**src/rtl/riscv_types.sv**
```systemverilog
// Shared EXE-stage types: multiplier side-band bus and the FP result buffer entry.
package riscv_types;

    typedef struct packed {
        logic [4:0] rd_addr;
        logic       rd_we;
        logic       fp_dest;
        logic [7:0] rob_tag;
    } exe_p_mux_bus_type;

    typedef struct packed {
        logic [31:0]       result;
        exe_p_mux_bus_type bus;
    } fp_res_entry_t;

    localparam int FP_RES_DEPTH_DEF = 4;

endpackage

```
**src/rtl/fp_mul_result_buffer_mem.sv**
```systemverilog
// DEPTH x fp_res_entry_t storage for the FP result buffer: one write port, asynchronous read port.
module fp_res_fifo_mem
    import riscv_types::*;
#(
    parameter  int DEPTH = FP_RES_DEPTH_DEF,
    localparam int AW    = $clog2(DEPTH)
) (
    input  logic          clk,
    input  logic          rst,
    input  logic          we_i,
    input  logic [AW-1:0] waddr_i,
    input  fp_res_entry_t wdata_i,
    input  logic [AW-1:0] raddr_i,
    output fp_res_entry_t rdata_o
);

    fp_res_entry_t mem_q [DEPTH];

    // NOTE: storage is reset so an empty buffer presents zero result/bus after reset.
    always_ff @(posedge clk or negedge rst) begin
        if (!rst) begin
            for (int i = 0; i < DEPTH; i++) begin
                mem_q[i] <= '0;
            end
        end else if (we_i) begin
            mem_q[waddr_i] <= wdata_i;
        end
    end

    assign rdata_o = mem_q[raddr_i];

endmodule

```
**src/rtl/fp_mul_result_buffer.sv**
```systemverilog
// Result FIFO behind the FP multiplier with credit-based mul_en backpressure.
// Define FP_RES_BYPASS_EN for a zero-latency path when the buffer is empty.
module fp_mul_result_buffer
    import riscv_types::*;
#(
    parameter  int DEPTH = FP_RES_DEPTH_DEF,
    localparam int AW    = $clog2(DEPTH),
    localparam int OW    = AW + 1
) (
    input  logic              clk,
    input  logic              rst,
    input  logic              clear,
    input  logic              in_valid,
    input  logic [31:0]       in_result,
    input  exe_p_mux_bus_type in_bus,
    output logic              mul_en,
    output logic              out_valid,
    input  logic              out_ready,
    output logic [31:0]       out_result,
    output exe_p_mux_bus_type out_bus,
    output logic [OW-1:0]     occupancy,
    output logic              ovf_err
);

    localparam logic [OW-1:0] DEPTH_W = OW'(DEPTH);

    logic [AW-1:0] wr_ptr_q, wr_ptr_d;
    logic [AW-1:0] rd_ptr_q, rd_ptr_d;
    logic [OW-1:0] occ_q, occ_d, occ_next;
    logic          fresh_q;
    logic          ovf_q, ovf_d;
    logic          push, pop, full, byp_hit, fifo_we, fifo_re;
    fp_res_entry_t wr_entry, rd_entry;

    // A result held by a stalled multiplier was already pushed; only fresh ones count.
    assign push     = in_valid & fresh_q;
    assign full     = (occ_q == DEPTH_W);
    assign wr_entry = '{result: in_result, bus: in_bus};

`ifdef FP_RES_BYPASS_EN
    assign byp_hit = push & (occ_q == '0);
`else
    assign byp_hit = 1'b0;
`endif

    assign out_valid  = (occ_q != '0) | byp_hit;
    assign out_result = byp_hit ? in_result : rd_entry.result;
    assign out_bus    = byp_hit ? in_bus    : rd_entry.bus;
    assign pop        = out_valid & out_ready;

    // A bypassed entry consumed this cycle never touches storage.
    assign fifo_we  = push & ~full & ~(byp_hit & out_ready);
    assign fifo_re  = pop & ~byp_hit;
    assign occ_next = occ_q + OW'(fifo_we) - OW'(fifo_re);

    // Credit: leave room for the op launched now, which lands next cycle.
    assign mul_en = clear | (occ_next < DEPTH_W);

    always_comb begin
        wr_ptr_d = wr_ptr_q;
        rd_ptr_d = rd_ptr_q;
        occ_d    = occ_q;
        ovf_d    = ovf_q;
        if (clear) begin
            wr_ptr_d = '0;
            rd_ptr_d = '0;
            occ_d    = '0;
            ovf_d    = 1'b0;
        end else begin
            if (fifo_we) wr_ptr_d = wr_ptr_q + 1'b1;
            if (fifo_re) rd_ptr_d = rd_ptr_q + 1'b1;
            occ_d = occ_next;
            if (push & full) ovf_d = 1'b1;
        end
    end

    // NOTE: state registers use non-blocking assignments so every flop samples pre-edge values.
    always_ff @(posedge clk or negedge rst) begin
        if (!rst) begin
            wr_ptr_q <= '0;
            rd_ptr_q <= '0;
            occ_q    <= '0;
            ovf_q    <= 1'b0;
            fresh_q  <= 1'b0;
        end else begin
            wr_ptr_q <= wr_ptr_d;
            rd_ptr_q <= rd_ptr_d;
            occ_q    <= occ_d;
            ovf_q    <= ovf_d;
            fresh_q  <= clear ? 1'b0 : mul_en;
        end
    end

    fp_res_fifo_mem #(.DEPTH(DEPTH)) u_mem (
        .clk     (clk),
        .rst     (rst),
        .we_i    (fifo_we & ~clear),
        .waddr_i (wr_ptr_q),
        .wdata_i (wr_entry),
        .raddr_i (rd_ptr_q),
        .rdata_o (rd_entry)
    );

    assign occupancy = occ_q;
    assign ovf_err   = ovf_q;

endmodule

```
**config.mk**
```make
export PLATFORM = sky130hd
export DESIGN_NAME = fp_mul_result_buffer
export DESIGN_NICKNAME = d
export VERILOG_FILES = /design/src/rtl/riscv_types.sv /design/src/rtl/fp_mul_result_buffer_mem.sv /design/src/rtl/fp_mul_result_buffer.sv
export SDC_FILE = /design/constraint.sdc
export NUM_CORES = 1
export LEC_CHECK = 0
export ABC_CLOCK_PERIOD_IN_PS = 3500
export CORE_UTILIZATION = 24
export CTS_BUF_LIST = sky130_fd_sc_hd__clkbuf_4 sky130_fd_sc_hd__clkbuf_8
export CTS_CLUSTER_SIZE = 40
export DETAILED_ROUTE_END_ITERATION = 6
export GPL_TIMING_DRIVEN = 1
export SLEW_MARGIN = 20
export SYNTH_ARGS = -nofsm -noshare
export SYNTH_HDL_FRONTEND = slang
export SYNTH_SLANG_ARGS = --single-unit
```
**constraint.sdc**
```tcl
create_clock -name clk -period 3.5 [get_ports clk]
set_input_delay 0.7 -clock clk [delete_from_list [all_inputs] [get_ports clk]]
set_output_delay 0.7 -clock clk [all_outputs]
set_load 0.05 [all_outputs]
```
==> results.sh, run 1 <==
export IMPL_slowest_delay_ns=0.53
export IMPL_netlist_instances=503
export IMPL_grtUsageMet2_pct=16.7
export IMPL_relSlewSlack_pct=51.3
export IMPL_finalCritPeriodShare_pct=100
export IMPL_dp_hpwl_mm=12.1
export IMPL_syn_to_final_growth_pct=24.8
export IMPL_met3_usage_pct=3.76
export IMPL_clock_skew_ns=0.0175
export IMPL_required_ns=2.80
export IMPL_status="complete, but fails checks"
export IMPL_pwr_density_cell_nw_per_um2=782
export IMPL_synth_cell_types=27
export IMPL_pre_cts_slack_ns=-0.131
export IMPL_synth_top_area_share_pct=53.9
export IMPL_syn_area_per_cell_um2=18.2
export IMPL_setup_viol=1
export IMPL_clk_pin_slew_ns=0.11
export IMPL_num_io_pins=105
export IMPL_post_route_util_pct=30.4
export IMPL_synthFlopType="dfrtp_1"
export IMPL_core_um2=37600
export IMPL_cts_sinks=197
export IMPL_cp_slowest_cell="clkdlybuf4s50_1"
export IMPL_synthArstFlopShare_pct=100
export IMPL_gp_congestion=0.681
export IMPL_grt_pass1_vias=5361
export IMPL_synth_seq_area_share_pct=53.9
export IMPL_period_needed_ns=3.51
export IMPL_synth_area_leader_cell="dfrtp_1"
export IMPL_ant_nets=0
export IMPL_violations="negative setup slack"
export IMPL_num_rows=71
export IMPL_grt_use_met1_pct=14.9
export IMPL_synth_most_common_cell="dfrtp_1"
export IMPL_root_buffer="clkbuf_8"
export IMPL_synth_edf_count=0
export IMPL_final_instance_count_excl_fill=1149
export IMPL_synth_commonest_cells="dfrtp_1, mux2_4, mux2_2, mux4_2, buf_6"
export IMPL_clock_fmax_ghz=0.285
export IMPL_insertion_delay_ns=0.50
export IMPL_crit_type="input pin to output pin"
export IMPL_grt_remaining_overflow=0
export IMPL_worst_slew_pin_slew_ns=0.729
export IMPL_grt_busiest_layer="met2"
export IMPL_routed_via_count=4826
export IMPL_dpl_instance_area_um2=10900
export IMPL_cp_max_fo=2
export IMPL_cts_buffers=17
export IMPL_antenna_found_initial=0
export IMPL_syn_cell_area_um2=9140
export IMPL_io_buffers=104
export IMPL_r2r_setup_slack_ns=1.25
export IMPL_routedWlPerCell_um=17.3
export IMPL_ys_top_cells_by_area="dfrtp_1, mux2_4, mux4_2"
export IMPL_die_h_um=197
export IMPL_p_leak_nw=4.94
export IMPL_fin_ws_ns=-0.00956
export IMPL_ir_drop_uv=507
export IMPL_grt_pass1_wl_mm=32.0
export IMPL_cp_data_arrival_time_ns=2.81
export IMPL_syn_nets=561
export IMPL_dieArea_um2=38900
export IMPL_antenna_cells=0
export IMPL_worstPathCellList="clkdlybuf4s50_1 -> o31ai_4 -> xnor2_1 -> ha_2 -> inv_2 -> fa_2 -> xor2_2 -> xnor2_1 -> or2_4 -> buf_8"
export IMPL_grt_max_degree=80
export IMPL_vias_per_cell=4.20
export IMPL_dp_cells=1109
export IMPL_ctsHtreeMaxLevel=4
export IMPL_nets=684
export IMPL_drive_above_1_share_pct=50.0
export IMPL_grt_setup_unrepaired="yes"
export IMPL_clockBufferDepth=2
export IMPL_grt_use_total_pct=11.0
export IMPL_synth_seq_cells=197
export IMPL_worst_path_most_repeated_cell="xnor2_1"
export IMPL_die_x_um=197
export IMPL_slew_violations=0
export IMPL_end_kind="output pin"
export IMPL_cts_tree="built"
export IMPL_hold_class="input pin to async pin"
export IMPL_maxCapViolations=0
export IMPL_drt_wl_total_mm=19.9
export IMPL_hold_viol_final=0
export IMPL_drtIter0Drc=123
export IMPL_yosysWarnings=0
export IMPL_start_kind="input pin"
export IMPL_final_area_um2=11400
export IMPL_firstDrtPassIters=4
export IMPL_finalPower_mw=8.93
export IMPL_initial_core_util_pct=24.3
export IMPL_drc=0
through the flow:
step                 TNS, ns  hold WS, ns
finish              -0.00956        0.225
detailed placement    -0.131        0.489
floorplan                  0        0.404
CTS                  -0.0142        0.195
global placement      -0.134        0.484
global route          -0.155        0.218
final timing paths:
check | start | endpoint | depth (start not counted)
hold / removal | rst | u_mem.mem_q[186] | 1
setup reg to reg | occupancy[0] | fresh_q | 10
setup / recovery | out_ready | mul_en | 10
max in group asynchronous | rst | u_mem.mem_q[32] | 2
hold reg to reg | u_mem.mem_q[68] | u_mem.mem_q[68] | 1
min in group clk | u_mem.mem_q[68] | u_mem.mem_q[68] | 1
cell families after synthesis:
logic type / count (synthesis) / synth area share, %
muxes: 235 / 39.7
DFF: 197 / 53.9
buffers and inverters: 35 / 2.94
and+or+nand+nor: 19 / 1.64
AOI/OAI and AO/OA: 6 / 0.438
adders and majority gates: 6 / 0.903
xor gates and xnor gates: 5 / 0.479
per-layer routing:
metal / vias up / part of all wire, % / routed length, um
li1: 2115 / - / -
met1: 2610 / 48 / 9460
met2: 88 / 47 / 9320
met3: 13 / 4.6 / 919
met4: 0 / 0.99 / 197
met5: - / 0 / 0
cells in the final DEF (no fill, tap or decap), types with 2 or more instances in the layout:
| cell | n |
|---|---|
| inv_6 | 4 |
| buf_12 | 13 |
| mux4_2 | 47 |
| clkbuf_8 | 19 |
| mux2_4 | 120 |
| clkdlybuf4s50_1 | 80 |
| nor2b_1 | 2 |
| xor2_1 | 2 |
| ha_1 | 4 |
| mux2_2 | 68 |
| clkinv_4 | 4 |
| inv_1 | 2 |
| dfrtp_2 | 4 |
| dfrtp_1 | 192 |
| nor4b_4 | 4 |
| clkinvlp_4 | 2 |
| inv_8 | 2 |
| or3_1 | 2 |
| nor2_1 | 6 |
| dlygate4sd2_1 | 22 |
| buf_4 | 19 |
| xnor2_1 | 2 |
layout make-up:
cell class	count	area [um2]
clock buffers	18	248
clock inverters	13	138
fillers	3710	26200
inverters	3	11.3
multi-input cells	271	4010
flip-flops and latches	197	4940
well taps	511	639
repair buffers	136	1430
sequential cells by signal, summed over array words and instances (netlist names):
register and cells:
fresh_q 1, occupancy 3, ovf_err 1, rd_ptr_q 2
wr_ptr_q 2, u_mem.mem_q 188
power by group:
part / leakage (nW) / internal, mW / total, mW / switching (mW)
logic: 2.14 / 1.96 / 4.33 / 2.37
registers: 2.61 / 2.80 / 3.10 / 0.299
clock network: 0.191 / 0.600 / 1.50 / 0.895
critical path, delay by kind of cell:
| family | cells | cell delay (ns) |
|---|---|---|
| buffers and inverters | 3 | 0.72 |
| adders and majority gates | 2 | 0.54 |
| xor gates and xnor gates | 3 | 0.52 |
| AOI/OAI and AO/OA | 1 | 0.10 |
| and+or+nand+nor | 1 | 0.24 |
timing repair:
| action | CTS | global route |
|---|---|---|
| hold buffers | 0 | 0 |
| pin swaps | 3 | 3 |
| buffers inserted | 5 | 4 |
| gates resized for setup | 32 | 4 |
| endpoints found under the setup margin | 26 | 1 |
| hold endpoints to repair | 0 | 0 |
(Power assumes the default switching activity.)
==> inputs of run 2 (changes only) <==
CORE_MARGIN = 10   (was unset)
==> results.sh, run 2 (same netlist as run 1, synthesis figures left out) <==
export IMPL_status="completed"
export IMPL_insertion_delay_ns=0.51
export IMPL_cp_max_fo=2
export IMPL_antenna_found_initial=0
export IMPL_regToRegEndpoint="fresh_q"
export IMPL_syn_to_final_growth_pct=24.3
export IMPL_grt_max_degree=69
export IMPL_routed_via_count=4764
export IMPL_setup_viol=0
export IMPL_cts_tree="built"
export IMPL_cts_buffers=17
export IMPL_required_ns=2.80
export IMPL_grt_use_met1_pct=12.9
export IMPL_hold_viol_final=0
export IMPL_gp_congestion=0.678
export IMPL_layout_commonest_cell="dfrtp_1"
export IMPL_end_kind="output pin"
export IMPL_p_leak_nw=4.86
export IMPL_clockBufferDepth=2
export IMPL_routedWlPerCell_um=18.1
export IMPL_nets=680
export IMPL_grt_remaining_overflow=0
export IMPL_finalPower_mw=9.04
export IMPL_root_buffer="clkbuf_8"
export IMPL_r2r_start="occupancy[2]"
export IMPL_drive_above_1_share_pct=49.7
export IMPL_cp_endpoint="mul_en"
export IMPL_final_cell_mix="dfrtp_1, mux2_4, clkdlybuf4s50_1, mux2_2, mux4_2"
export IMPL_final_area_um2=11400
export IMPL_cts_sinks=197
export IMPL_grt_busiest_layer="met2"
export IMPL_finalCritPeriodShare_pct=99.7
export IMPL_ctsHtreeMaxLevel=4
export IMPL_clock_skew_ns=0.0187
export IMPL_worst_slew_pin_slew_ns=0.677
export IMPL_slew_violations=0
export IMPL_relSlewSlack_pct=54.7
export IMPL_hold_ws_ns=0.175
export IMPL_pwr_density_cell_nw_per_um2=796
export IMPL_antenna_cells=0
export IMPL_grtUsageMet2_pct=13.3
export IMPL_drt_wl_total_mm=20.7
export IMPL_grt_pass1_vias=5351
export IMPL_top_register="u_mem.mem_q"
export IMPL_initial_core_util_pct=24.3
export IMPL_period_needed_ns=3.49
export IMPL_maxCapViolations=0
export IMPL_r2r_setup_slack_ns=1.29
export IMPL_die_x_um=215
export IMPL_core_um2=37700
export IMPL_dp_hpwl_mm=13.0
export IMPL_hold_class="input pin to async pin"
export IMPL_largest_reg_flops=188
export IMPL_fin_ws_ns=0.0116
export IMPL_ant_nets=0
export IMPL_dpl_instance_area_um2=10900
export IMPL_io_buffers=104
export IMPL_num_io_pins=105
export IMPL_firstDrtPassIters=6
export IMPL_cp_startpoint="in_valid"
export IMPL_cp_data_arrival_time_ns=2.79
export IMPL_pre_cts_slack_ns=-0.178
export IMPL_ir_drop_uv=494
export IMPL_drc=0
export IMPL_nFillCells=3799
export IMPL_grt_pass1_wl_mm=33.3
export IMPL_drtIter0Drc=133
export IMPL_crit_type="input pin to output pin"
export IMPL_dieArea_um2=46300
export IMPL_grt_use_total_pct=9.33
export IMPL_num_rows=71
export IMPL_start_kind="input pin"
export IMPL_die_h_um=215
export IMPL_clk_pin_slew_ns=0.10
export IMPL_clock_fmax_ghz=0.287
export IMPL_r2r_cells=9
export IMPL_vias_per_cell=4.16
export IMPL_grt_setup_unrepaired="yes"
export IMPL_met3_usage_pct=2.92
-- run 2: changes by cell type in the layout (fill, tap and decap cells not counted), sizes merged --
cell           change
clkdlybuf4s50     +22
dlygate4sd2       -22
buf                -4
-- run 2: area by class of cell --
cell class	count	area (um2)	share of cell area (%)
multi-input cells	271	4020	35.3
well taps	511	639	5.63
inverters	3	11.3	0.0991
clock buffers	18	248	2.18
clock inverters	13	140	1.23
flip-flops and latches	197	4940	43.5
repair buffers	132	1370	12.0
-- run 2: metal layers --
layer | vias up | share of wire, % | wire (um)
met5 | - | 0 | 0
met4 | 0 | 1.4 | 297
met3 | 14 | 4.0 | 822
met2 | 83 | 44 | 9140
met1 | 2568 | 50 | 10400
li1 | 2099 | - | -
-- run 2: timing repair --
item / CTS / global route
pin swaps: 5 / 6
hold buffers: 0 / 0
buffers inserted: 3 / 2
setup endpoints to repair: 22 / 1
gates cloned: 0 / 0
resized for setup: 12 / 2
-- run 2: critical path: stages --
cell	delay [ns]
clkdlybuf4s50_1	0.51
nand2_2	0.09
nor2_4	0.12
xnor2_2	0.12
ha_2	0.19
inv_2	0.04
fa_2	0.32
xor2_1	0.15
xnor2_1	0.15
or2_4	0.24
buf_12	0.15
-- run 2: worst min path at each step --
stage          slack (ns)  cells after the start               end             from
2_1_floorplan        0.40                      0           fresh_q              rst
3_3_place_gp         0.48                      1   u_mem.mem_q[64]  u_mem.mem_q[64]
3_5_place_dp         0.49                      1   u_mem.mem_q[50]  u_mem.mem_q[50]
4_1_cts              0.12                      1  u_mem.mem_q[147]              rst
5_1_grt              0.15                      1   u_mem.mem_q[47]              rst
6_report             0.17                      1  u_mem.mem_q[137]              rst
-- run 2: metrics by stage --
step,util (%),std cells,TNS [ns]
final,30.2,1145,0
after global routing,30.2,1145,-0.0623
after detailed placement,28.9,1109,-0.178
after CTS,30.1,1143,-0.0263
after global placement,28.9,1109,-0.142
after floorplan,-,503,0
-- run 2: where the power goes --
| group | leakage [nW] | internal (mW) | switching, mW |
|---|---|---|---|
| clock | 0.192 | 0.602 | 0.906 |
| combinational | 2.06 | 2.04 | 2.40 |
| sequential | 2.61 | 2.80 | 0.295 |
==> inputs of run 3 (changes only) <==
CORE_ASPECT_RATIO = 0.7   (was unset)
==> results.sh, run 3 (same netlist as run 1, synthesis figures left out) <==
export IMPL_status="completed"
export IMPL_p_leak_nw=4.86
export IMPL_gp_congestion=0.682
export IMPL_ant_nets=0
export IMPL_cp_data_arrival_time_ns=2.76
export IMPL_largest_reg_flops=188
export IMPL_nFillCells=3703
export IMPL_end_kind="output pin"
export IMPL_setup_viol=0
export IMPL_grt_max_degree=76
export IMPL_grt_setup_unrepaired="yes"
export IMPL_multiInputGateArea_um2=4020
export IMPL_ctsHtreeMaxLevel=4
export IMPL_num_io_pins=105
export IMPL_pwr_density_cell_nw_per_um2=794
export IMPL_hold_viol_final=0
export IMPL_final_instance_count_excl_fill=1126
export IMPL_drive_above_1_share_pct=49.9
export IMPL_final_area_um2=11300
export IMPL_io_buffers=104
export IMPL_drtIter0Drc=150
export IMPL_cp_max_fo=4
export IMPL_required_ns=2.80
export IMPL_syn_to_final_growth_pct=23.8
export IMPL_root_buffer="clkbuf_8"
export IMPL_num_rows=59
export IMPL_cts_sinks=197
export IMPL_cts_hold_buffers=0
export IMPL_slew_violations=0
export IMPL_cts_tree="built"
export IMPL_start_kind="flip-flop"
export IMPL_maxCapViolations=0
export IMPL_relSlewSlack_pct=56.3
export IMPL_hold_ws_ns=0.213
export IMPL_layout_commonest_cell="dfrtp_1"
export IMPL_die_x_um=253
export IMPL_finalCritPeriodShare_pct=98.8
export IMPL_antenna_found_initial=1
export IMPL_ff_latch_area_um2=4940
export IMPL_period_needed_ns=3.46
export IMPL_worst_slew_pin_slew_ns=0.655
export IMPL_dpl_instance_area_um2=10900
export IMPL_grt_pass1_wl_mm=33.5
export IMPL_initial_core_util_pct=24.5
export IMPL_clock_skew_ns=0.0182
export IMPL_insertion_delay_ns=0.50
export IMPL_clock_fmax_ghz=0.289
export IMPL_drt_wl_total_mm=21.3
export IMPL_firstDrtPassIters=4
export IMPL_dp_hpwl_mm=14.0
export IMPL_final_cell_mix="dfrtp_1, mux2_4, clkdlybuf4s50_1, mux2_2, mux4_2"
export IMPL_grt_pass1_vias=5316
export IMPL_hold_class="input pin to async pin"
export IMPL_die_h_um=183
export IMPL_nets=682
export IMPL_ir_drop_uv=547
export IMPL_clk_pin_slew_ns=0.11
export IMPL_routed_via_count=4740
export IMPL_dp_cells=1088
export IMPL_routedWlPerCell_um=18.9
export IMPL_grt_remaining_overflow=0
export IMPL_drc=0
export IMPL_core_um2=37400
export IMPL_dieArea_um2=46400
export IMPL_vias_per_cell=4.21
export IMPL_cts_buffers=17
export IMPL_grt_use_total_pct=9.50
export IMPL_crit_type="flip-flop to output pin"
export IMPL_clockBufferDepth=2
export IMPL_top_register="u_mem.mem_q"
[run 3: path summary, 6_finish.rpt]
path | from | to | slack, ns | cells after the start
hold reg to reg | u_mem.mem_q[11] | u_mem.mem_q[11] | 0.51 | 1
min in group clk | u_mem.mem_q[11] | u_mem.mem_q[11] | 0.51 | 1
max in group asynchronous | rst | occupancy[2] | 2.37 | 2
hold / removal | rst | u_mem.mem_q[182] | 0.21 | 1
setup reg to reg | occupancy[2] | u_mem.mem_q[140] | 1.38 | 5
setup / recovery | occupancy[0] | mul_en | 0.04 | 10
[run 3: layout make-up]
class | instances | area share [%]
Antenna cell | 1 | 0.0221
Clock inverter | 11 | 0.696
Inverter | 3 | 0.0995
Clock buffer | 21 | 2.39
Tap cell | 488 | 5.39
Timing Repair Buffer | 134 | 12.3
Multi-Input combinational cell | 271 | 35.5
Sequential cell | 197 | 43.6
[run 3: worst max-delay path: stages, from the launching register on]
cell and delay [ns]:
dfrtp_2 0.47, nor3b_4 0.23, nor2_2 0.07, xnor2_1 0.18, ha_2 0.20, inv_2 0.04
fa_2 0.34, xor2_2 0.17, xnor2_2 0.15, or2_4 0.27, buf_12 0.15
[run 3: timing repair]
action                                  in CTS  in global routing
pin swaps                                    1                  6
gates cloned                                 0                  0
gates resized for setup                      9                  5
endpoints found under the setup margin       1                  1
buffers inserted                             3                  2
[run 3: report_power, final]
group / total [mW] / switching [mW] / leakage (nW) / internal, mW
Clock: 1.40 / 0.863 / 0.181 / 0.536
Sequential: 3.11 / 0.308 / 2.61 / 2.80
Combinational: 4.48 / 2.42 / 2.07 / 2.05
Total: 8.99 / 3.60 / 4.86 / 5.39
[run 3: routing by layer]
metal  share of wire [%]  vias up  wire length [um]  track usage [%]
met4                 1.1        0               236             2.88
met2                  43       78              9170             13.6
met1                  51     2542             10900             13.4
met5                   0        -                 0                0
li1                    -     2106                 -                -
met3                 4.7       14              1000             2.92
[run 3: through the flow]
step	power [mW]	TNS [ns]	setup slack (ns)	util (%)
after floorplan	6.18	0	0.0917	-
after global placement	7.59	-0.232	-0.232	29.2
after detailed placement	7.61	-0.224	-0.224	29.2
after CTS	9.12	-0.0187	-0.0187	30.2
after global routing	9.46	-0.0826	-0.0826	30.3
final	8.99	0	0.0409	30.3
